### config.mk
export PLATFORM = sky130hd
export DESIGN_NAME = r4u1_coef_wr
export DESIGN_NICKNAME = d
export VERILOG_FILES = /design/src/rtl/r4u1_coef_wr.sv
export SDC_FILE = /design/constraint.sdc
export NUM_CORES = 1
export LEC_CHECK = 0
export ABC_CLOCK_PERIOD_IN_PS = 4940
export CAP_MARGIN = 20
export CORE_MARGIN = 3
export CORE_UTILIZATION = 37
export CTS_CLUSTER_SIZE = 28
export DETAILED_ROUTE_END_ITERATION = 16
export GPL_ROUTABILITY_DRIVEN = 0
export GPL_TIMING_DRIVEN = 0
export HOLD_SLACK_MARGIN = 0.1
export SYNTH_ARGS = -nofsm -noshare
export SYNTH_HDL_FRONTEND = slang
export SYNTH_SLANG_ARGS = --single-unit
export TNS_END_PERCENT = 5
### constraint.sdc
create_clock -name clk -period 4.94 [get_ports clk]
set_clock_uncertainty 0.15 [all_clocks]
set_input_delay 0.988 -clock clk [delete_from_list [all_inputs] [get_ports clk]]
set_output_delay 0.988 -clock clk [all_outputs]
set_load 0.05 [all_outputs]
### src/rtl/r4u1_coef_wr.sv
// Radix-4 unit-1 twiddle coefficient table with a streaming write port.
// A producer loads DEPTH coefficient words ({real, imag}) through a
// valid/ready handshake after a load_start pulse; the table is then read
// through a one-cycle registered port that matches the unit-1 twiddle ROM.
module r4u1_coef_wr #(
    parameter int CW    = 16,
    parameter int DEPTH = 8
) (
    input  logic            clk,
    input  logic            rst_n,
    input  logic            load_start,
    input  logic            wr_valid,
    output logic            wr_ready,
    input  logic [2*CW-1:0] wr_data,
    output logic            load_done,
    output logic            load_err,
    input  logic [2:0]      rd_addr,
    output logic [2*CW-1:0] rd_data,
    output logic            rd_valid
);

    localparam logic [1:0] IDLE = 2'd0;
    localparam logic [1:0] LOAD = 2'd1;
    localparam logic [1:0] DONE = 2'd2;

    // Index of the final table entry; a transfer here completes the load.
    localparam logic [2:0] LAST_IDX = 3'(DEPTH - 1);

    logic [1:0]      state_reg;
    logic [1:0]      state_next;
    logic [2:0]      wr_cnt_reg;
    logic [2:0]      wr_cnt_next;
    logic            wr_ready_reg;
    logic            load_done_reg;
    logic            load_err_reg;
    logic            load_err_next;
    logic [2*CW-1:0] rd_data_reg;
    logic            rd_valid_reg;

    logic            xfer;
    logic            wr_en;
    logic [2:0]      wr_addr;

    // Table storage: no reset so it maps onto block RAM.
    logic [2*CW-1:0] mem [DEPTH];

    // A word moves only when the producer offers it and we are loading.
    assign xfer = wr_valid & wr_ready_reg;

    // Next-state, write-address and error-flag decode.
    always_comb begin
        state_next    = state_reg;
        wr_cnt_next   = wr_cnt_reg;
        load_err_next = load_err_reg;
        wr_en         = 1'b0;
        wr_addr       = wr_cnt_reg;
        case (state_reg)
            IDLE, DONE: begin
                // A fresh load clears the error history of the previous one.
                if (load_start) begin
                    state_next    = LOAD;
                    wr_cnt_next   = 3'd0;
                    load_err_next = 1'b0;
                end
            end
            LOAD: begin
                if (load_start) begin
                    // Restart mid-load: a word arriving on the restart
                    // cycle belongs to the new load and lands in entry 0.
                    load_err_next = 1'b1;
                    if (xfer) begin
                        wr_en       = 1'b1;
                        wr_addr     = 3'd0;
                        wr_cnt_next = 3'd1;
                    end else begin
                        wr_cnt_next = 3'd0;
                    end
                end else if (xfer) begin
                    wr_en = 1'b1;
                    if (wr_cnt_reg == LAST_IDX) begin
                        // Exit instead of wrapping so a full table is
                        // never overwritten by a runaway producer.
                        state_next  = DONE;
                        wr_cnt_next = 3'd0;
                    end else begin
                        wr_cnt_next = wr_cnt_reg + 3'd1;
                    end
                end
            end
            default: begin
                state_next  = IDLE;
                wr_cnt_next = 3'd0;
            end
        endcase
    end

    // Control registers; wr_ready and load_done are decoded from the
    // next state so they are clean flop outputs aligned with the state.
    always_ff @(posedge clk or negedge rst_n) begin
        if (!rst_n) begin
            state_reg     <= IDLE;
            wr_cnt_reg    <= 3'd0;
            wr_ready_reg  <= 1'b0;
            load_done_reg <= 1'b0;
            load_err_reg  <= 1'b0;
        end else begin
            state_reg     <= state_next;
            wr_cnt_reg    <= wr_cnt_next;
            wr_ready_reg  <= (state_next == LOAD);
            load_done_reg <= (state_next == DONE);
            load_err_reg  <= load_err_next;
        end
    end

    // Table write port.
    always_ff @(posedge clk) begin
        if (wr_en) begin
            mem[wr_addr] <= wr_data;
        end
    end

    // Registered read in every state; a same-entry write in the same cycle
    // returns the old contents. rd_valid trails load_done by one cycle so it
    // lines up with the data it qualifies.
    always_ff @(posedge clk or negedge rst_n) begin
        if (!rst_n) begin
            rd_data_reg  <= '0;
            rd_valid_reg <= 1'b0;
        end else begin
            rd_data_reg  <= mem[rd_addr];
            rd_valid_reg <= load_done_reg;
        end
    end

    assign wr_ready  = wr_ready_reg;
    assign load_done = load_done_reg;
    assign load_err  = load_err_reg;
    assign rd_data   = rd_data_reg;
    assign rd_valid  = rd_valid_reg;

endmodule

==> results of run 1 <==
[final timing paths]
check / to / slack [ps] / from / depth (start not counted)
max: mem[6][22] / 1790 / wr_valid / 7
min: rd_valid / 230 / load_done / 0
max reg2reg: mem[6][22] / 2280 / state_reg[1] / 6
min reg2reg: rd_valid / 230 / load_done / 0
max in group asynchronous: rd_data[14] / 3860 / rst_n / 2
min in group asynchronous: rd_data[30] / 260 / rst_n / 1
[report_power, final]
part / switching [mW] / total (mW) / internal [mW]
Combinational: 0.233 / 0.398 / 0.165
Sequential: 0.0196 / 2.82 / 2.80
Clock: 0.876 / 2.19 / 1.31
[cell families after synthesis]
kind of cell,after synthesis
adders and majority gates,2
muxes,96
buffers and inverters,23
DFF,297
AOI/OAI and AO/OA,12
and+or+nand+nor,26
[cell usage in the layout, fill, tap and decap left out, types with 3 or more instances in the layout]
| cell type | instances |
|---|---|
| a21oi_1 | 6 |
| buf_1 | 3 |
| buf_12 | 5 |
| buf_2 | 7 |
| buf_6 | 20 |
| clkbuf_1 | 13 |
| clkbuf_16 | 31 |
| clkbuf_8 | 4 |
| clkdlybuf4s50_1 | 70 |
| clkinv_1 | 5 |
| clkinv_2 | 4 |
| dfrtp_1 | 41 |
| edfxtp_1 | 256 |
| mux2_2 | 32 |
| mux4_1 | 40 |
| mux4_2 | 24 |
| nand2_1 | 6 |
| nand3_1 | 4 |
| nor2_1 | 4 |
[final cells by class]
class	count	area, um^2
Timing Repair Buffer	91	982.2
Inverter	2	7.507
Multi-Input combinational cell	136	2221
Antenna cell	1	2.502
Sequential cell	297	8713
Clock inverter	13	115.1
Clock buffer	43	860.8
Buffer	21	138.9
Fill cell	2424	15570
Tap cell	384	480.5
[worst register-to-register path, cell delays in order, from the launching register on]
cell      delay, ps
dfrtp_1         430
and4b_1         260
clkbuf_1        270
nand3_1         220
nor3_2          600
buf_6           270
buf_6           170
[metal layers]
metal  vias to the layer above  GRT usage [%]  part of all wire, %
li1                       2188              -                    -
met1                      2590          19.85                   42
met2                       139          23.91                   50
met3                        30          2.901                  5.7
met4                         2          2.987                  1.5
met5                         -              0                0.054
[per-stage QoR]
stage               hold slack [ps]  util (%)  power (mW)  std cells  area, um^2
finish                        225.8     46.48       5.403        988       13520
global route                  246.6     46.47       5.608        987       13520
CTS                           236.0     46.47       5.473        987       13520
detailed placement            224.1     43.12       3.277        931       12540
global placement              215.6     42.06       3.254        911       12240
floorplan                     343.7         -       3.094        456       11050
==> impl_metrics.toml, run 1 <==
[global_route]
grt_antenna_before_repair = 1
grt_pass1_vias = 5431
grt_use_total_pct = 14.37
grt_max_degree = 27
grt-ovfl-total = 0
grt_pass1_wl_um = 33740

[yosys]
ys_top_cells_by_count = "edfxtp_1 (256), dfrtp_1 (41), mux4_1 (40), mux2_2 (32), mux4_2 (24)"
synth_edf_count = 256
synth_xor_area_share_pct = 0
synth_seq_cells = 297
yosysSeqAreaShare_pct = 78.93
synth_area_leaders = "edfxtp_1 (70%), mux4_1 (9.5%), dfrtp_1 (9.3%), mux4_2 (4.9%), mux2_2 (3.3%)"
synthMuxAreaShare_pct = 17.68
avgSynthCellArea_um2 = 24.21
synth_top_family_by_area = "multiplexers"
yosysWarningCount = 0
synth.top_cell.area_share_pct = 69.64
postSynthCellCount = 456
synth-compound-area-share_pct = 0.6120
synth_largest_area_cell = "edfxtp_1"
synth_cell_types = 27
async_flop_share_pct = 13.80
synthAdderAreaFrac_pct = 0.2267
synthSimpleGateAreaFrac_pct = 1.224
synth_area_um2 = 11040
synth_ff_type = "edfxtp_1"
syn_nets = 497
synth.most_common_cell = "edfxtp_1"

[placement]
port_buffers = 71
pre_cts_slack_ps = 1268
place_hpwl_um = 14230

[drt]
wire_per_inst_um = 22.53
routed_wl_um = 22260
postRouteAntennaNets = 0
drc = 0
first_pass_iters = 4
drtIter0Drc = 374
vias_per_cell = 5.009
vias = 4949

[sta]
finalSetupTns_ps = 0
rsz0062_at_grt = "false"
period_share_pct = 63.73
maxSlewViolCount = 0
fmax_mhz = 317.6
setup_slack_ps = 1792
relSlewSlack_pct = 43.77
finalHoldViolations = 0
finalSetupViolations = 0
period_needed_ps = 3148
worstMarginPinSlew_ps = 843.4

[cts]
hold_buffers = 0
cts_max_level = 1
cts.path.max_buffers = 3
cts_resized = 0
post-cts-setup-buffers = 0
clkSlewWorstSetupHoldPaths_ps = 60
cts_tree = "done"
insertion_delay_ps = 540
clock_sinks = 297
cts_root_buffer = "clkbuf_16"
cts-buffers-inserted = 30

[floorplan]
io_pins = 75
coreArea_um2 = 29090
fp.dieW_um = 178.7
dieHeight_um = 178.7
fp.dieArea_um2 = 31940
start_util_pct = 37.95
rows = 62

[final_layout]
areaGrowthSynthToFinish_pct = 22.49
layout-drive-gt1-share_pct = 23.38
fin_nets = 620
largest_register_ffs = 256

[setup_path]
critical_path.cell_chain = "clkdlybuf4s50_1 -> and4b_1 -> clkbuf_1 -> nand3_1 -> nor3_2 -> buf_6 -> buf_6"
cpMostUsedCell = "buf_6"
critical-path-top-delay-family = "buffers and inverters"
startpoint_type = "input pin"
arrival_ps = 3240
critPathCaptureType = "flip-flop"
required_ps = 5030
cp_max_fo = 8
cpMaxStageDelayCell = "nor3_2"
max_stage_delay_ps = 600
critPathKind = "input pin to flip-flop"
path_buf_inv = 4

[power]
power_density_nw_per_um2 = 399.5
max-vdd-ir-drop_v = 0.0004327
p_leak_nw = 4.568

[min_path]
hold_path_class = "flip-flop to flip-flop"

[outcome]
outcome = "finished, final reports clean"

[job]
cap_violations = 0
(Power assumes the default switching activity.)
==> run 2: changes to the inputs <==
Settings changed: ABC_CLOCK_PERIOD_IN_PS 4940 to 2800.
Clock period 4.94 ns to 2.8 ns, I/O delays scaled along.
==> run 2 against run 1 <==
Net effect: register-to-register slack got worse by 2100 ps; utilization rose by 0.19 points; combinational power rose by 80%; non-clock buffer count did not move; sequential share of layout area fell by 0.25 points; critical path type unchanged; critical endpoint is now mem[3][5]; largest cell class unchanged.
==> impl_metrics.toml, run 2 (synthesis gave the netlist of run 1 again) <==
[global_route]
grt_pass1_wl_um = 33640
grt_pass1_vias = 5367
grt_max_degree = 27
grt_antenna_before_repair = 0
grt_use_total_pct = 14.34
grt-ovfl-total = 0

[setup_path]
rr_worst_depth = 5
cpMaxStageDelayCell = "nor3_4"
arrival_ps = 2730
startpoint_type = "input pin"
crit-reg2reg-launch = "state_reg[1]"
r2r-end = "mem[3][5]"
cp_max_fo = 10
critPathCaptureType = "flip-flop"
critical_path.cell_chain = "clkdlybuf4s50_1 -> and4b_1 -> clkbuf_1 -> nand2_1 -> nor3_4 -> buf_8"
required_ps = 2900
r2r_slack_ps = 200
max_stage_delay_ps = 730
critPathKind = "input pin to flip-flop"

[placement]
port_buffers = 71
placed_area_um2 = 12590
place_hpwl_um = 13760
place_inst = 927

[job]
cap_violations = 0

[sta]
worstMarginPinSlew_ps = 868.8
period_needed_ps = 2634
period_share_pct = 94.06
hold_slack_ps = 231.7
fmax_mhz = 379.7
finalSetupViolations = 0
relSlewSlack_pct = 42.08
finalHoldViolations = 0
rsz0062_at_grt = "false"
maxSlewViolCount = 0

[power]
internal_power_mw = 7.441
clkPwrFrac_pct = 39.9
p_leak_nw = 4.585
p_sw_share_pct = 21.43
comb_power_share_pct = 7.5
total_power_mw = 9.471
power_density_nw_per_um2 = 697.6
max-vdd-ir-drop_v = 0.0004753
switchingPower_mw = 2.029
pwr-share-seq_pct = 52.5

[final_layout]
diodes = 0
fin_cells = 986
fin_util_pct = 46.67
final_common_cell = "edfxtp_1"
final_cell_mix = "edfxtp_1 (256), clkdlybuf4s50_1 (70), mux4_1 (40), dfrtp_1 (40), mux2_2 (32)"
fin_nets = 620
largest_register_ffs = 256
areaGrowthSynthToFinish_pct = 22.99
stdcell_area_um2 = 13580
layout-drive-gt1-share_pct = 23.59

[floorplan]
dieHeight_um = 178.7
io_pins = 75
coreArea_um2 = 29090
start_util_pct = 37.95
fp.dieArea_um2 = 31940
rows = 62
fp.dieW_um = 178.7

[min_path]
holdPathStages = 0
min_to = "rd_valid"
min-delay-start = "load_done"
hold_path_class = "flip-flop to flip-flop"

[drt]
routed_wl_um = 22350
postRouteAntennaNets = 0
vias_per_cell = 5.047
drc = 0
wire_per_inst_um = 22.67
first_pass_iters = 4
drtIter0Drc = 297
vias = 4976

[outcome]
outcome = "finished, final reports clean"

[cts]
insertion_delay_ps = 550
clkSlewWorstSetupHoldPaths_ps = 60
clock_sinks = 297
cts_resized = 0
cts-buffers-inserted = 30
cts.path.max_buffers = 3
cts_max_level = 1
cts_tree = "done"
cts_root_buffer = "clkbuf_16"
==> run 2: cell types whose count changed in the layout (fill, tap and decap cells not counted), moves of 2 or more <==
cell and change:
clkbuf_1 +2, buf_16 +5, clkinv_1 -4, nor3_4 +2
buf_4 +3, nor3_2 -2, buf_6 -9
==> run 2: area by class of cell <==
class                   count  area (um^2)
flip-flops and latches    297         8715
repair buffers             91         1046
plain buffers              21        138.9
fillers                  2404        15510
multi-input cells         136         2240
inverters                   2        7.507
well taps                 384        480.5
clock buffers              45        857.1
clock inverters            10        92.59
==> run 2: timing repair <==
| action | in CTS | in global routing |
|---|---|---|
| hold endpoints to repair | 17 | 0 |
| endpoints found under the setup margin | 11 | 19 |
| hold buffers | 1 | 0 |
| setup buffers | 1 | 2 |
| pin swaps | 1 | 1 |
==> run 2: power by group through the flow <==
stage | clock, mW | combinational (mW) | sequential, mW
5_1_grt | 4.09 | 0.761 | 4.98
6_report | 3.78 | 0.715 | 4.97
3_3_place_gp | 0 | 0.676 | 5.07
2_1_floorplan | 0 | 0.246 | 5.21
3_5_place_dp | 0 | 0.721 | 5.07
4_1_cts | 3.89 | 0.727 | 4.98
==> run 2: layer usage <==
| layer | GRT usage, % | wire length [um] |
|---|---|---|
| met5 | 0 | 0 |
| met4 | 2.662 | 322 |
| met3 | 2.901 | 1351 |
| met2 | 23.56 | 10980 |
| met1 | 20.21 | 9698 |
==> run 2: metrics by stage <==
| stage | setup WS (ps) | setup TNS (ps) |
|---|---|---|
| after detailed placement | -560.4 | -68040 |
| after global routing | 58.94 | 0 |
| after floorplan | -194.8 | -15010 |
| final | 166.3 | 0 |
| after CTS | 46.69 | 0 |
| after global placement | -2293 | -436790 |
==> run 2: worst max path at each step <==
stage / cells after the start / slack (ps) / from / to
detailed placement: 7 / -560 / wr_valid / mem[6][9]
CTS: 7 / 50 / wr_valid / mem[1][15]
finish: 6 / 170 / wr_valid / mem[3][5]
floorplan: 4 / -190 / wr_ready / mem[1][0]
global placement: 5 / -2290 / wr_valid / mem[1][2]
global route: 5 / 60 / state_reg[1] / mem[7][5]
==> run 2: critical path, delay by kind of cell <==
family	cells	cell delay [ps]
simple gates	3	1150
buf+inv	3	1000
